[config.mk]
export PLATFORM = sky130hd
export DESIGN_NAME = pulse_queue
export DESIGN_NICKNAME = d
export VERILOG_FILES = /design/src/rtl/pulse_queue.sv
export SDC_FILE = /design/constraint.sdc
export NUM_CORES = 1
export LEC_CHECK = 0
export CORE_MARGIN = 2
export CORE_UTILIZATION = 30
export CTS_BUF_LIST = sky130_fd_sc_hd__clkbuf_16
export CTS_CLUSTER_DIAMETER = 100
export DETAILED_ROUTE_END_ITERATION = 12
export GPL_TIMING_DRIVEN = 0
export PLACE_DENSITY = 0.42
export REMOVE_ABC_BUFFERS = 1
export SLEW_MARGIN = 20
export SYNTH_ARGS = -nofsm -noshare
export SYNTH_HDL_FRONTEND = slang
export SYNTH_SLANG_ARGS = --single-unit
[constraint.sdc]
create_clock -name clk -period 6.7 [get_ports clk]
set_input_delay 1.34 -clock clk [delete_from_list [all_inputs] [get_ports clk]]
set_output_delay 1.34 -clock clk [all_outputs]
set_load 0.005 [all_outputs]
[src/rtl/pulse_queue.sv]
// Timed pulse FIFO: stamps each instruction with an absolute start time and fires it when `counter` arrives.
// Optional macro PULSE_LATE_DROP_EN: heads later than LATE_TOL cycles are discarded instead of fired.
module pulse_queue #(
  parameter int unsigned DEPTH    = 16,
  parameter int unsigned LATE_TOL = 4
) (
  input  logic                     clk,
  input  logic                     rst_n,
  input  logic [31:0]              pulse_inst_in,
  input  logic                     pulse_inst_in_valid,
  output logic                     pulse_inst_in_ready,
  input  logic                     flush,
  input  logic [31:0]              counter,
  output logic                     pulse_out_valid,
  output logic [1:0]               pulse_channel,
  output logic [5:0]               pulse_freq,
  output logic [5:0]               pulse_phase,
  output logic [5:0]               pulse_amp,
  output logic [31:0]              pulse_t_start,
  output logic                     pulse_late,
  output logic [15:0]              late_count,
  output logic [$clog2(DEPTH):0]   queue_count
);

  localparam int unsigned AW = $clog2(DEPTH);
  localparam logic [AW:0] FULL = (AW+1)'(DEPTH);

`ifdef PULSE_LATE_DROP_EN
  localparam bit LATE_DROP = 1'b1;
`else
  localparam bit LATE_DROP = 1'b0;
`endif

  typedef struct packed {
    logic [1:0]  channel;
    logic [5:0]  freq;
    logic [5:0]  phase;
    logic [5:0]  amp;
    logic [31:0] t_abs;
  } entry_t;

  entry_t        mem [DEPTH];
  entry_t        head;
  entry_t        new_entry;
  logic [AW-1:0] wr_ptr;
  logic [AW-1:0] rd_ptr;
  logic [31:0]   t_base;
  logic [31:0]   t_new;
  logic [31:0]   diff;
  logic          accept;
  logic          due;
  logic          late;
  logic          drop;
  logic          fire;

  assign pulse_inst_in_ready = (queue_count != FULL);

  always_comb begin
    head   = mem[rd_ptr];
    // Modular difference read as signed: the sign bit alone decides "not yet due", which survives counter wrap.
    diff   = counter - head.t_abs;
    due    = (queue_count != '0) && !diff[31];
    late   = due && (diff != '0);
    drop   = LATE_DROP && due && (diff > 32'(LATE_TOL));
    fire   = due && !drop;
    accept = pulse_inst_in_valid && pulse_inst_in_ready && !flush;
    t_new  = t_base + 32'(pulse_inst_in[11:0]);
    new_entry = '{channel: pulse_inst_in[31:30], freq: pulse_inst_in[29:24],
                  phase: pulse_inst_in[23:18], amp: pulse_inst_in[17:12], t_abs: t_new};
  end

  always_ff @(posedge clk) begin
    if (accept) mem[wr_ptr] <= new_entry;
  end

  always_ff @(posedge clk) begin
    if (!rst_n) begin
      wr_ptr          <= '0;
      rd_ptr          <= '0;
      queue_count     <= '0;
      t_base          <= '0;
      pulse_out_valid <= 1'b0;
      pulse_channel   <= '0;
      pulse_freq      <= '0;
      pulse_phase     <= '0;
      pulse_amp       <= '0;
      pulse_t_start   <= '0;
      pulse_late      <= 1'b0;
      late_count      <= '0;
    end else if (flush) begin
      wr_ptr          <= '0;
      rd_ptr          <= '0;
      queue_count     <= '0;
      t_base          <= '0;
      pulse_out_valid <= 1'b0;
    end else begin
      pulse_out_valid <= fire;
      if (accept) begin
        wr_ptr <= wr_ptr + 1'b1;
        t_base <= t_new;
      end
      if (due) rd_ptr <= rd_ptr + 1'b1;
      if (accept && !due)      queue_count <= queue_count + 1'b1;
      else if (!accept && due) queue_count <= queue_count - 1'b1;
      if (fire) begin
        pulse_channel <= head.channel;
        pulse_freq    <= head.freq;
        pulse_phase   <= head.phase;
        pulse_amp     <= head.amp;
        pulse_t_start <= head.t_abs;
        pulse_late    <= late;
      end
      // Dropped heads are always late, so they are counted here as well.
      if (late && late_count != '1) late_count <= late_count + 1'b1;
    end
  end

endmodule

==> results of run 1 <==
## kinds of logic after synthesis
| family | count (synthesis) | share of synthesized area |
|---|---|---|
| flops | 951 | 0.701 |
| simple gates | 441 | 0.0520 |
| compound gates | 281 | 0.0446 |
| mux | 267 | 0.152 |
| buf+inv | 171 | 0.0172 |
| xor+xnor | 66 | 0.0148 |
| fa+ha+maj | 56 | 0.0185 |
## cell usage in the layout, fill, tap and decap left out, types with 7 or more instances in the layout
master,n
clkinv_1,22
nand2b_1,9
buf_6,17
buf_4,52
clkdlybuf4s50_1,143
buf_12,26
nor2_4,12
and3_1,11
inv_1,87
edfxtp_1,832
nor2_1,88
a211oi_1,7
a21o_1,14
or3_1,8
o31ai_1,14
clkbuf_16,110
xnor2_1,25
xnor2_2,13
o21ai_0,22
clkinv_2,20
mux2i_1,7
mux4_2,260
nand2_1,194
bufinv_16,9
xor2_2,12
a31oi_1,9
nand3_1,18
xor2_1,15
a21oi_1,132
dfxtp_1,115
a2111oi_0,8
ha_1,52
o21a_1,17
nand4_1,22
o21ai_1,12
or4_1,14
buf_16,42
nor3_1,21
## worst min path at each step
stage	startpoint	endpoint
floorplan	t_base[0]$_SDFFE_PP0P_	t_base[0]$_SDFFE_PP0P_
CTS	pulse_t_start[26]$_SDFFE_PN0P_	pulse_t_start[26]$_SDFFE_PN0P_
finish	pulse_t_start[26]$_SDFFE_PN0P_	pulse_t_start[26]$_SDFFE_PN0P_
global placement	t_base[4]$_SDFFE_PP0P_	t_base[4]$_SDFFE_PP0P_
detailed placement	pulse_t_start[26]$_SDFFE_PN0P_	pulse_t_start[26]$_SDFFE_PN0P_
global route	t_base[9]$_SDFFE_PP0P_	t_base[9]$_SDFFE_PP0P_
## flip-flops by register name, summed over array words and instances (netlist names), named ones only
register         cells
mem                832
pulse_t_start       32
t_base              32
late_count          16
pulse_amp            6
pulse_freq           6
pulse_phase          6
queue_count          5
rd_ptr               4
wr_ptr               4
pulse_channel        2
pulse_late           1
pulse_out_valid      1
## what timing repair did
action,in CTS,in global routing
gates resized for setup,7,8
setup endpoints to repair,63,30
pin swaps,1,1
setup buffers,0,9
gates cloned,0,3
## power by group through the flow
stage | Clock [mW] | Combinational, mW | Sequential [mW]
after floorplan | 0 | 1.32 | 6.87
after global placement | 0 | 2.12 | 6.96
after detailed placement | 0 | 2.12 | 6.76
after CTS | 5.76 | 2.14 | 6.64
after global routing | 5.99 | 2.37 | 6.64
final | 5.60 | 2.17 | 6.63
## tightest hold or removal path, stage by stage, from the launching register on
cell and delay (ns):
dfxtp_1 0.31, nand2_1 0.05, a21oi_1 0.05
## layout make-up
| class | count | area, µm² | share of cell area |
|---|---|---|---|
| clock buffer | 107 | 2680 | 0.0554 |
| sequential | 951 | 27400 | 0.567 |
| timing repair buffer | 284 | 3780 | 0.0783 |
| tap | 1742 | 2180 | 0.0451 |
| multi-input combinational | 1111 | 11400 | 0.236 |
| inverter | 59 | 228 | 0.00471 |
| clock inverter | 90 | 676 | 0.0140 |
## metal layers
metal,vias up,wire length [µm],global-route usage,part of all wire
li1,9513,-,-,-
met5,-,17,0,0.00015
met4,2,2380,0.0455,0.021
met2,478,56500,0.292,0.51
met3,151,4310,0.0214,0.039
met1,11400,48400,0.221,0.43
==> impl_metrics.tcl, run 1 <==
set metrics [dict create \
    ir_drop_uv 202 \
    crit_type "reg2reg" \
    route.detailed.drc 0 \
    postRouteAntennaNets 0 \
    status "completed" \
    place_area_um2 44600 \
    power_density_nw_per_um2 298 \
    clock_power_share 0.389 \
    synth_top_area_share 0.640 \
    final_util 0.374 \
    ys_ff_latch 951 \
    synth_cells 2233 \
    crit_required_ns 7.32 \
    synth_flop_cell "edfxtp_1" \
    fin_crit_sh 0.935 \
    hold_viol 0 \
    clk_latency_ns 0.71 \
    dr.pass1.iters 5 \
    max_slew_margin 0.242 \
    numCtsBuffers 105 \
    r2r_end "queue_count[4]$_SDFFE_PP0P_" \
    finalSetupViolations 0 \
    clk_pin_slew_ns 0.06 \
    yosysUniqueCellTypes 65 \
    seqPwrFrac 0.460 \
    fin_worst_hold_slack_ns 0.453 \
    dpl.hpwl_mm 75.6 \
    reg2reg_slack_ns 0.43 \
    endpoint "queue_count[4]$_SDFFE_PP0P_" \
    core_area_um2 129000 \
    rows 132 \
    port-buffer-count 143 \
    top_level_ports 144 \
    diodes 0 \
    rsz0062_at_grt "false" \
    yosys_warnings 0 \
    end_kind "register" \
    power_switching_mw 3.63 \
    worstMarginPinSlew_ns 1.13 \
    synth-edff-count 832 \
    cp.arrival_ns 6.89 \
    yosysMostFrequentCell "edfxtp_1" \
    wl_per_cell_um 25.7 \
    crit_slowest_cell "mux4_2" \
    cp_max_fo 23 \
    gr-usage-all-layers 0.168 \
    tns_ns 0 \
    r2r_cells 25 \
    yosysTopAreaCell "edfxtp_1" \
    dp_slack_ns -0.700 \
    stdcell_area_um2 48300 \
    grt_pass1_wl_mm 161 \
    clkSinkCount 951 \
    cts_buffer_depth 3 \
    chipWidth_um 365 \
    gp_congestion 0.873 \
    ys_top_cells_by_count "edfxtp_1 (832), mux4_2 (260), nand2_1 (196)" \
    routed_wl_mm 112 \
    fin_total_pwr_mw 14.4 \
    p_int_mw 10.8 \
    slew_viol_final 0 \
    hold_buffers 0 \
    slowest_delay_ns 0.53 \
    die_area_um2 133000 \
    place_inst 4135 \
    overflow 0 \
    p_leak_nw 15.0 \
    comb_power_share 0.151 \
    whs_path_depth 2 \
    cp_top_family "compound AO/OA/AOI/OAI gates" \
    max_freq_mhz 160 \
    fin_ws_ns 0.433 \
    die_h_um 365 \
    syn_area_um2 39000 \
    synth_area_leaders "edfxtp_1 (64%), mux4_2 (15%), dfxtp_1 (6.1%)" \
    sw_frac_of_total 0.252 \
    antenna_found_initial 8 \
    fillers 11900 \
    skew_ns 0.0302 \
    async_reset_ff_frac 0 \
    drive_gt1_frac 0.236 \
    cts_root_buf "clkbuf_16" \
    drt_iter0_drc 1699 \
    instances_no_fill 4344 \
    cp.depth 25 \
    grt_max_degree 45 \
    initial_core_util 0.302 \
    cts_tree "built" \
    hold_path_class "reg2reg" \
    vias_per_cell 4.97 \
    maxCapViolCount 0 \
    finalNetCount 2636 \
    syn_avg_cell_area_um2 17.5 \
    path_buf_inv 7 \
    htreeDepth 3 \
    critical_path.startpoint_type "register" \
    grt_pass1_vias 22300 \
    finalCriticalPeriod_ns 6.27 \
    syn2layout_area_growth_pct 23.7 \
    dr_total_vias 21600 \
    synth-seq-area-share 0.701 \
]
Power figures use the tool's default switching activity.
==> run 2: changes to the inputs <==
- DONT_BUFFER_PORTS: not set -> 1
- PLACE_DENSITY: 0.42 -> 0.41
==> run 2 against run 1 <==
- sequential share of layout area is 1.7 points higher
- non-clock buffer count is 148 lower
- via count is 3.4% lower
- combinational power is 9.7% lower
- power is 1.0% lower
- maximum frequency hardly changed
- sequential power hardly changed
- cell count is 3.4% lower
- critical endpoint unchanged
- largest cell class unchanged
==> impl_metrics.tcl, run 2 (synthesis gave the netlist of run 1 again) <==
set metrics [dict create \
    gp_congestion 0.834 \
    dpl.hpwl_mm 74.4 \
    top_level_ports 144 \
    routed_wl_mm 110 \
    hold_path.startpoint "t_base[11]$_SDFFE_PP0P_" \
    cts_buffer_depth 3 \
    clk_pin_slew_ns 0.06 \
    gr-usage-all-layers 0.164 \
    clkSinkCount 951 \
    dr.pass1.iters 5 \
    critical_path.startpoint_type "register" \
    diodes 0 \
    regMostFlops "mem" \
    skew_ns 0.0247 \
    reg_top3 "mem: 832 flops, pulse_t_start: 32 flops, t_base: 32 flops" \
    rows 132 \
    drive_gt1_frac 0.250 \
    grt_max_degree 39 \
    finalSetupViolations 0 \
    fillers 12000 \
    final_cell_mix "edfxtp_1 (832), mux4_2 (260), nand2_1 (194)" \
    syn2layout_area_growth_pct 20.2 \
    seq_area_um2 27400 \
    clk_latency_ns 0.70 \
    postRouteAntennaNets 0 \
    largest_reg_flops 832 \
    r2r_end "queue_count[4]$_SDFFE_PP0P_" \
    stdcell_area_um2 46900 \
    grt_pass1_vias 21600 \
    slew_viol_final 0 \
    drt_iter0_drc 1610 \
    fin_crit_sh 0.935 \
    layout_commonest_cell "edfxtp_1" \
    cp.arrival_ns 6.88 \
    cts_tree "built" \
    finalNetCount 2489 \
    chipWidth_um 365 \
    slowest_delay_ns 0.54 \
    numCtsBuffers 105 \
    multi_input_area_um2 11400 \
    tns_ns 0 \
    min_to "t_base[11]$_SDFFE_PP0P_" \
    cp_max_fo 29 \
    reg2reg_slack_ns 0.44 \
    hold_path_class "reg2reg" \
    crit_type "reg2reg" \
    maxCapViolCount 0 \
    overflow 0 \
    crit_required_ns 7.32 \
    instances_no_fill 4197 \
    die_h_um 365 \
    cts_root_buf "clkbuf_16" \
    path_cells "buf_16, buf_16, mux4_2, mux4_2, inv_1, ha_1, a21o_1, a31oi_1, o221ai_1, a21o_1, a31oi_1, o21ai_2, xor2_4, nor2_1, inv_1, ha_1, inv_1, ha_1, a21o_1, a21oi_1, xnor2_1, or3_1, a21oi_1" \
    crit_slowest_cell "mux4_2" \
    core_area_um2 129000 \
    vias_per_cell 4.96 \
    antenna_found_initial 2 \
    power_density_nw_per_um2 304 \
    worstMarginPinSlew_ns 1.16 \
    ir_drop_uv 186 \
    htreeDepth 3 \
    fin_worst_hold_slack_ns 0.460 \
    grt_pass1_wl_mm 156 \
    r2r_cells 23 \
    max_freq_mhz 160 \
    max_slew_margin 0.218 \
    final_util 0.363 \
    dr_total_vias 20800 \
    wl_per_cell_um 26.1 \
    finalCriticalPeriod_ns 6.26 \
    initial_core_util 0.302 \
    route.detailed.drc 0 \
    place_inst 3991 \
    status "completed" \
    die_area_um2 133000 \
    place_area_um2 43200 \
    end_kind "register" \
    hold_viol 0 \
    port-buffer-count 0 \
    p_leak_nw 14.5 \
    whs_path_depth 2 \
]
-- run 2: cell types whose count changed in the layout (fill, tap and decap cells not counted), moves of 2 or more --
cell,delta
clkinvlp_4,-2
inv_16,+2
buf_12,-6
buf_16,+9
inv_1,-4
clkinv_2,+2
clkdlybuf4s50_1,-143
buf_6,-3
inv_6,+2
buf_4,-4
clkbuf_16,-3
-- run 2: worst max-delay path by stage --
stage,to,depth (start not counted)
5_1_grt,queue_count[4]$_SDFFE_PP0P_,23
2_1_floorplan,pulse_late$_SDFFE_PN0P_,14
6_report,queue_count[4]$_SDFFE_PP0P_,23
4_1_cts,queue_count[4]$_SDFFE_PP0P_,23
3_3_place_gp,pulse_phase[5]$_SDFFE_PN0P_,14
3_5_place_dp,queue_count[4]$_SDFFE_PP0P_,24
-- run 2: layer usage --
metal / vias up / track usage / part of all wire
li1: 9194 / - / -
met1: 11100 / 0.204 / 0.41
met2: 431 / 0.294 / 0.52
met3: 123 / 0.0294 / 0.050
met4: 2 / 0.0423 / 0.017
met5: - / 0 / 0.00016
-- run 2: report_power, final --
group          internal, mW  switching, mW
sequential             6.56         0.0750
clock                  3.26           2.39
combinational         0.816           1.14
total                  10.6           3.61
-- run 2: what timing repair did --
action	CTS	global route
pin swaps	1	0
gates resized for setup	3	6
endpoints found under the setup margin	20	18
buffers inserted	5	2
hold buffers	0	0
cloned	1	1
-- run 2: area by class of cell --
type	instances	area share
flip-flops and latches	951	0.584
inverters	59	0.00485
well taps	1742	0.0465
clock inverters	91	0.0152
repair buffers	136	0.0507
clock buffers	106	0.0565
multi-input cells	1112	0.243
-- run 2: stage by stage --
stage | setup WS, ns | total power, mW
final | 0.438 | 14.2
after global routing | -0.0126 | 14.8
after CTS | 0.0295 | 14.4
after detailed placement | -0.635 | 8.71
after global placement | -20.85 | 8.90
after floorplan | -8.02 | 8.19
-- run 2: worst max-delay path, delay by kind of cell (launching register included) --
family	cells	cell delay (ns)
compound gates	9	1.87
xor+xnor	2	0.29
buf+inv	5	1.01
simple gates	2	0.58
flops	1	0.41
mux	2	1.07
fa+ha+maj	3	0.89
